`config.mk`:
```
export PLATFORM = sky130hd
export DESIGN_NAME = fetch_unit_flat
export DESIGN_NICKNAME = d
export VERILOG_FILES = /design/src/rtl/fetch_unit_if.sv /design/src/rtl/fetch_unit.sv /design/src/flat_wrapper.sv
export SDC_FILE = /design/constraint.sdc
export NUM_CORES = 1
export LEC_CHECK = 0
export BUFFER_PORTS_ARGS = -buffer_cell sky130_fd_sc_hd__buf_2
export CORE_ASPECT_RATIO = 1.4
export CORE_UTILIZATION = 32
export DETAILED_ROUTE_END_ITERATION = 12
export SYNTH_ARGS = -nofsm -noshare
export SYNTH_HDL_FRONTEND = slang
export SYNTH_SLANG_ARGS = --single-unit
```
`constraint.sdc`:
```
create_clock -name clk -period 7.75 [get_ports clk]
set_clock_uncertainty 0.05 [all_clocks]
set_input_delay 1.55 -clock clk [delete_from_list [all_inputs] [get_ports clk]]
set_output_delay 1.55 -clock clk [all_outputs]
set_load 0.02 [all_outputs]
```
`src/rtl/fetch_unit_if.sv`:
```
// ---------------------------------------------------------------------------
// fetch_unit_if
// Bundles the fetch stage's control, memory-bus and decode-side handshake
// signals.
//   master : the environment around the fetch stage (PC source, memory
//            arbiter, decode). It drives requests and memory data, and it
//            receives address, instruction and status.
//   slave  : the fetch stage itself.
// Signals:
//   en, flush, pc          control from the PC / pipeline control
//   data_in, mem_ready     memory read data and its qualifier
//   inst_ack               decode accepts inst_out
//   addr, mem_req          memory read address and request
//   inst_out, inst_valid   instruction toward decode
//   busy                   a memory fill is in progress
// ---------------------------------------------------------------------------
interface fetch_unit_if #(
  parameter int M_WIDTH    = 8,
  parameter int INST_WIDTH = 16
);
  logic                  en;
  logic                  flush;
  logic [M_WIDTH-1:0]    pc;
  logic [M_WIDTH-1:0]    data_in;
  logic                  mem_ready;
  logic                  inst_ack;
  logic [M_WIDTH-1:0]    addr;
  logic                  mem_req;
  logic [INST_WIDTH-1:0] inst_out;
  logic                  inst_valid;
  logic                  busy;

  modport master (
    output en, flush, pc, data_in, mem_ready, inst_ack,
    input  addr, mem_req, inst_out, inst_valid, busy
  );

  modport slave (
    input  en, flush, pc, data_in, mem_ready, inst_ack,
    output addr, mem_req, inst_out, inst_valid, busy
  );
endinterface

```
`src/rtl/fetch_unit.sv`:
```
// ---------------------------------------------------------------------------
// fetch_unit
// Instruction fetch stage with a direct-mapped instruction cache. A lookup
// on pc either hits and presents the cached line, or misses and fills the
// line from memory in BEATS = INST_WIDTH/M_WIDTH narrow reads (beat 0 is the
// least significant slice). The instruction is then held for decode until
// it is acknowledged.
// Ports:
//   clk  rising-edge clock
//   rst  asynchronous, active-high reset
//   bus  fetch_unit_if.slave: en, flush, pc, data_in, mem_ready, inst_ack in;
//        addr, mem_req, inst_out, inst_valid, busy out
// Parameters:
//   M_WIDTH     address / memory data width
//   INST_WIDTH  instruction width, an integer multiple of M_WIDTH
//   CELL_CNT    number of cache lines, a power of two and at least 2
// ---------------------------------------------------------------------------
module fetch_unit #(
  parameter int M_WIDTH    = 8,
  parameter int INST_WIDTH = 16,
  parameter int CELL_CNT   = 8
) (
  input  logic        clk,
  input  logic        rst,
  fetch_unit_if.slave bus
);

  localparam int BEATS  = INST_WIDTH / M_WIDTH;
  localparam int IDX    = $clog2(CELL_CNT);
  localparam int TAG_W  = M_WIDTH - IDX;
  localparam int BEAT_W = (BEATS > 1) ? $clog2(BEATS) : 1;

  localparam logic [BEAT_W-1:0] BEAT_LAST = BEAT_W'(BEATS - 1);

  localparam logic [1:0] S_IDLE  = 2'd0;
  localparam logic [1:0] S_FETCH = 2'd1;
  localparam logic [1:0] S_FILL  = 2'd2;
  localparam logic [1:0] S_DONE  = 2'd3;

  logic [1:0]            state_q,  state_d;
  logic [BEAT_W-1:0]     beat_q,   beat_d;
  logic [INST_WIDTH-1:0] inst_q,   inst_d;
  logic [M_WIDTH-1:0]    pc_l_q,   pc_l_d;
  logic [CELL_CNT-1:0]   valid_q,  valid_d;

  // Tag and data storage carry no reset; the valid bits alone decide
  // whether a line may be used.
  logic [TAG_W-1:0]      tag_mem  [CELL_CNT];
  logic [INST_WIDTH-1:0] data_mem [CELL_CNT];

  logic [IDX-1:0]        look_idx;
  logic [TAG_W-1:0]      look_tag;
  logic                  look_hit;
  logic [IDX-1:0]        fill_idx;
  logic                  wr_en;
  logic [INST_WIDTH-1:0] beat_merge;
  logic                  abort;

  assign look_idx = bus.pc[IDX-1:0];
  assign look_tag = bus.pc[M_WIDTH-1:IDX];
  assign look_hit = valid_q[look_idx] && (tag_mem[look_idx] == look_tag);
  assign fill_idx = pc_l_q[IDX-1:0];

  // Flush or loss of enable leaves any non-idle state on the next edge and
  // suppresses a pending line write.
  assign abort = bus.flush || !bus.en;

  // Current instruction register with the active beat's slice replaced by
  // the incoming memory word.
  for (genvar gi = 0; gi < BEATS; gi++) begin : g_beat
    assign beat_merge[gi*M_WIDTH +: M_WIDTH] =
      (beat_q == BEAT_W'(gi)) ? bus.data_in : inst_q[gi*M_WIDTH +: M_WIDTH];
  end

  always_comb begin
    state_d = state_q;
    beat_d  = beat_q;
    inst_d  = inst_q;
    pc_l_d  = pc_l_q;
    valid_d = valid_q;
    wr_en   = 1'b0;

    if (bus.flush) begin
      valid_d = '0;
    end

    case (state_q)
      S_IDLE: begin
        if (bus.en && !bus.flush) begin
          pc_l_d = bus.pc;
          if (look_hit) begin
            inst_d  = data_mem[look_idx];
            state_d = S_DONE;
          end else begin
            beat_d  = '0;
            state_d = S_FETCH;
          end
        end
      end

      S_FETCH: begin
        if (abort) begin
          beat_d  = '0;
          state_d = S_IDLE;
        end else if (bus.mem_ready) begin
          inst_d = beat_merge;
          if (beat_q == BEAT_LAST) begin
            beat_d  = '0;
            state_d = S_FILL;
          end else begin
            beat_d = beat_q + 1'b1;
          end
        end
      end

      S_FILL: begin
        if (abort) begin
          state_d = S_IDLE;
        end else begin
          wr_en             = 1'b1;
          valid_d[fill_idx] = 1'b1;
          state_d           = S_DONE;
        end
      end

      S_DONE: begin
        if (abort || bus.inst_ack) begin
          state_d = S_IDLE;
        end
      end

      default: begin
        state_d = S_IDLE;
      end
    endcase
  end

  always_ff @(posedge clk or posedge rst) begin
    if (rst) begin
      state_q <= S_IDLE;
      beat_q  <= '0;
      inst_q  <= '0;
      pc_l_q  <= '0;
      valid_q <= '0;
    end else begin
      state_q <= state_d;
      beat_q  <= beat_d;
      inst_q  <= inst_d;
      pc_l_q  <= pc_l_d;
      valid_q <= valid_d;
    end
  end

  always_ff @(posedge clk) begin
    if (wr_en) begin
      tag_mem[fill_idx]  <= pc_l_q[M_WIDTH-1:IDX];
      data_mem[fill_idx] <= inst_q;
    end
  end

  // Outputs decode directly from the state register, so an asynchronous
  // reset drops mem_req and inst_valid without waiting for a clock edge.
  assign bus.mem_req    = (state_q == S_FETCH);
  assign bus.busy       = (state_q == S_FETCH) || (state_q == S_FILL);
  assign bus.inst_valid = (state_q == S_DONE);
  assign bus.inst_out   = inst_q;
  assign bus.addr       = (state_q == S_FETCH) ? (pc_l_q + M_WIDTH'(beat_q)) : bus.pc;

endmodule

```
`src/flat_wrapper.sv`:
```
// flat-port wrapper written by rule: the top's interface ports become plain ports
module fetch_unit_flat 
#(
  parameter int M_WIDTH    = 8,
  parameter int INST_WIDTH = 16,
  parameter int CELL_CNT   = 8
)
  (clk, rst, bus_en, bus_flush, bus_pc, bus_data_in, bus_mem_ready, bus_inst_ack, bus_addr, bus_mem_req, bus_inst_out, bus_inst_valid, bus_busy);
  fetch_unit_if #(.M_WIDTH(M_WIDTH), .INST_WIDTH(INST_WIDTH)) bus_i ();
  input  logic clk;
  input  logic rst;
  input wire logic [$bits(bus_i.en)-1:0] bus_en;
  input wire logic [$bits(bus_i.flush)-1:0] bus_flush;
  input wire logic [$bits(bus_i.pc)-1:0] bus_pc;
  input wire logic [$bits(bus_i.data_in)-1:0] bus_data_in;
  input wire logic [$bits(bus_i.mem_ready)-1:0] bus_mem_ready;
  input wire logic [$bits(bus_i.inst_ack)-1:0] bus_inst_ack;
  output wire logic [$bits(bus_i.addr)-1:0] bus_addr;
  output wire logic [$bits(bus_i.mem_req)-1:0] bus_mem_req;
  output wire logic [$bits(bus_i.inst_out)-1:0] bus_inst_out;
  output wire logic [$bits(bus_i.inst_valid)-1:0] bus_inst_valid;
  output wire logic [$bits(bus_i.busy)-1:0] bus_busy;
  assign bus_i.en = bus_en;
  assign bus_i.flush = bus_flush;
  assign bus_i.pc = bus_pc;
  assign bus_i.data_in = bus_data_in;
  assign bus_i.mem_ready = bus_mem_ready;
  assign bus_i.inst_ack = bus_inst_ack;
  assign bus_addr = bus_i.addr;
  assign bus_mem_req = bus_i.mem_req;
  assign bus_inst_out = bus_i.inst_out;
  assign bus_inst_valid = bus_i.inst_valid;
  assign bus_busy = bus_i.busy;
  fetch_unit #(.M_WIDTH(M_WIDTH), .INST_WIDTH(INST_WIDTH), .CELL_CNT(CELL_CNT)) u_core (.clk(clk), .rst(rst), .bus(bus_i));
endmodule
```
==> metrics.cfg <==
[worst_setup_path]
critical_path.max_stage_delay_ns = 0.73
start_kind = input pin
rr_worst_depth = 5
end_kind = primary output
worstPathCellList = buf_4 -> mux2_2 -> buf_2
critPathRequiredTime_ns = 6.15
endpoint = bus_addr[0]
r2r-end = u_core.data_mem[0][12]$_DFFE_PP_
crit_slowest_cell = buf_4
critPathArrivalTime_ns = 2.80
cp_max_fo = 56
r2r-start = u_core.state_q[0]$_DFFE_PP0P_
rrSetupSlack_ns = 5.06
path_class = input pin to primary output
crit_start = bus_pc[0]

[synth]
synth_area_um2 = 8278
synth_enable_flop_cells = 168
syn-num-nets = 483
synthTopCellsByArea = edfxtp_1 61%, dfrtp_1 11%, mux4_2 9.3%, mux2_2 3.5%, o22ai_1 1.7%
postSynthCellCount = 455
yosysWarningCount = 0
yosysTopAreaCellShare_pct = 60.94
synth_commonest_cells = 168 x edfxtp_1, 35 x dfrtp_1, 34 x mux4_2
synth_cell_types = 37
synth_seq_cells = 203
synth_top_area_cell = edfxtp_1
synth_most_common_cell = edfxtp_1
yosysSeqAreaShare_pct = 71.52
synth_ff_type = edfxtp_1
synthArstFlopShare_pct = 17.24
syn_avg_cell_area_um2 = 18.19

[timing]
rsz0062_at_grt = false
hold_violations = 0
finalSetupViolCount = 0
worst_hold_slack_ns = 0.4240
finalWorstSetupSlack_ns = 3.348
fin_setup_tns_ns = 0
fmax_mhz = 227.2
maxSlewViolCount = 0
max_slew.worst_pin.slew_ns = 1.108
period_minus_slack_ns = 4.402
slew_headroom_pct = 25.70
final.period_utilization_pct = 56.80

[layout]
nets = 538
drive_above_1_share_pct = 31.11
areaGrowthSynthToFinish_pct = 15.52
final_cell_area_um2 = 9563
n_antenna_cell = 0
stdcell_count = 843
fin_util_pct = 37.68

[global_routing]
grtUsageMet2_pct = 24.27
gr-total-overflow = 0
antenna_found_initial = 0
met1_usage_pct = 19.08
grt_first_pass_wirelength_um = 27960
grt_use_total_pct = 14.38
top_usage_layer = met2
first_global_vias = 4614
grt_use_met3_pct = 2.049
grt_max_degree = 57

[routing]
via_count = 4299
final_antenna_net_count = 0
vias_per_cell = 5.100
drtPass1Iterations = 5
drtIter0Drc = 321
wire_per_inst_um = 21.53
drt_wl_total_um = 18150
drc = 0

[power_and_ir_drop]
p_leak_nw = 3.442
pwr_density_cell_nw_per_um2 = 317.6
p_seq_share_pct = 50.1
combPwrFrac_pct = 17.5
p_switching_mw = 0.8744
clkPwrFrac_pct = 32.4
switching_share_pct = 28.79
p_int_mw = 2.162
ir_worst_vdd_uv = 153.3
total_power_mw = 3.037

[placement]
dp_cells = 807
placed_cell_area_um2 = 8892
place_congestion = 0.7656
dp_hpwl_um = 11060
dp_slack_ns = 2.915
io_buffers = 48

[floorplan]
start_util_pct = 32.61
core_um2 = 25380
die_h_um = 192.3
die_x_um = 137.9
rows = 69
die_area_um2 = 26520
io_pins = 49

[clock_network]
clock-sinks = 203
cts_tree = built
cts.path.max_buffers = 3
clock_latency_ns = 0.48
h-tree-depth = 1
cts_buffers = 20
hold_buffers = 0
post-cts-setup-buffers = 0
path_clk_slew_ns = 0.06
cts-root-buf = clkbuf_16
cts_resized = 0

[flow_run]
drv_cap = 0

[worst_hold_path]
min_path_type = register to register

[outcome]
outcome = finished, final reports clean

layout make-up:
class / count / area (µm²)
Timing Repair Buffer: 54 / 287.8
Inverter: 5 / 18.77
Fill cell: 2349 / 15820
Tap cell: 319 / 399.1
Clock buffer: 28 / 571.8
Sequential cell: 203 / 5921
Clock inverter: 8 / 98.84
Multi-Input combinational cell: 226 / 2266
cell usage in the layout, fill, tap and decap left out, types with 2 or more instances in the layout:
master / count
nor2_4: 5
mux2_2: 26
ha_1: 6
clkbuf_8: 2
mux2_4: 8
a221oi_1: 5
nand2b_1: 6
xnor2_1: 2
nor2b_1: 12
a21o_1: 10
inv_6: 2
a21oi_1: 10
inv_1: 4
dfrtp_1: 35
nand3_1: 5
bufinv_16: 2
clkbuf_1: 5
buf_4: 7
buf_2: 47
o21a_1: 2
clkinv_2: 2
mux2i_1: 11
xor2_1: 8
mux4_2: 34
mux2_1: 2
nor3_2: 2
o22ai_1: 22
clkbuf_16: 21
a31oi_1: 2
nor2_1: 27
nand2_1: 11
edfxtp_1: 168
clkinv_1: 2
power groups by stage:
stage / sequential, mW / combinational, mW / clock [mW]
after floorplan: 1.52 / 0.342 / 0
final: 1.52 / 0.532 / 0.983
after detailed placement: 1.54 / 0.540 / 0
after global placement: 1.53 / 0.526 / 0
after global routing: 1.54 / 0.580 / 1.04
after CTS: 1.52 / 0.541 / 0.997
critical path: cells and delay by family:
family	cells	cell delay, ns
mux	1	0.32
buf+inv	2	0.89
sequential cells by signal (all words and copies together) (netlist names):
signal / flops
u_core.beat_q: 1
u_core.bus.inst_out: 16
u_core.data_mem: 128
u_core.pc_l_q: 8
u_core.state_q: 2
u_core.tag_mem: 40
u_core.valid_q: 8
how the worst min path moves through the flow:
stage | start | end | slack [ns] | cells after the start
after floorplan | u_core.valid_q[2]$_DFF_PP0_ | u_core.valid_q[2]$_DFF_PP0_ | 0.39 | 1
after global placement | u_core.valid_q[1]$_DFF_PP0_ | u_core.valid_q[1]$_DFF_PP0_ | 0.41 | 1
after detailed placement | u_core.valid_q[5]$_DFF_PP0_ | u_core.valid_q[5]$_DFF_PP0_ | 0.41 | 1
after CTS | u_core.valid_q[5]$_DFF_PP0_ | u_core.valid_q[5]$_DFF_PP0_ | 0.43 | 1
after global routing | u_core.valid_q[2]$_DFF_PP0_ | u_core.valid_q[2]$_DFF_PP0_ | 0.45 | 1
final | u_core.valid_q[2]$_DFF_PP0_ | u_core.valid_q[2]$_DFF_PP0_ | 0.42 | 1
metal layers:
metal / share of wire, % / vias up
met4: 1.4 / 0
met1: 43 / 2246
li1: - / 1911
met5: 0 / -
met3: 5.0 / 11
met2: 51 / 131
cells by family after synthesis:
logic type	Yosys count	share of synthesized area, %
flip-flops	203	71.52
multiplexers	81	15.84
AND/OR/NAND/NOR	74	4.338
AO/OA/AOI/OAI	55	4.625
buffers and inverters	26	1.708
XOR/XNOR	10	1.058
adder cells (fa/ha/maj)	6	0.9069
(Power assumes the default switching activity.)
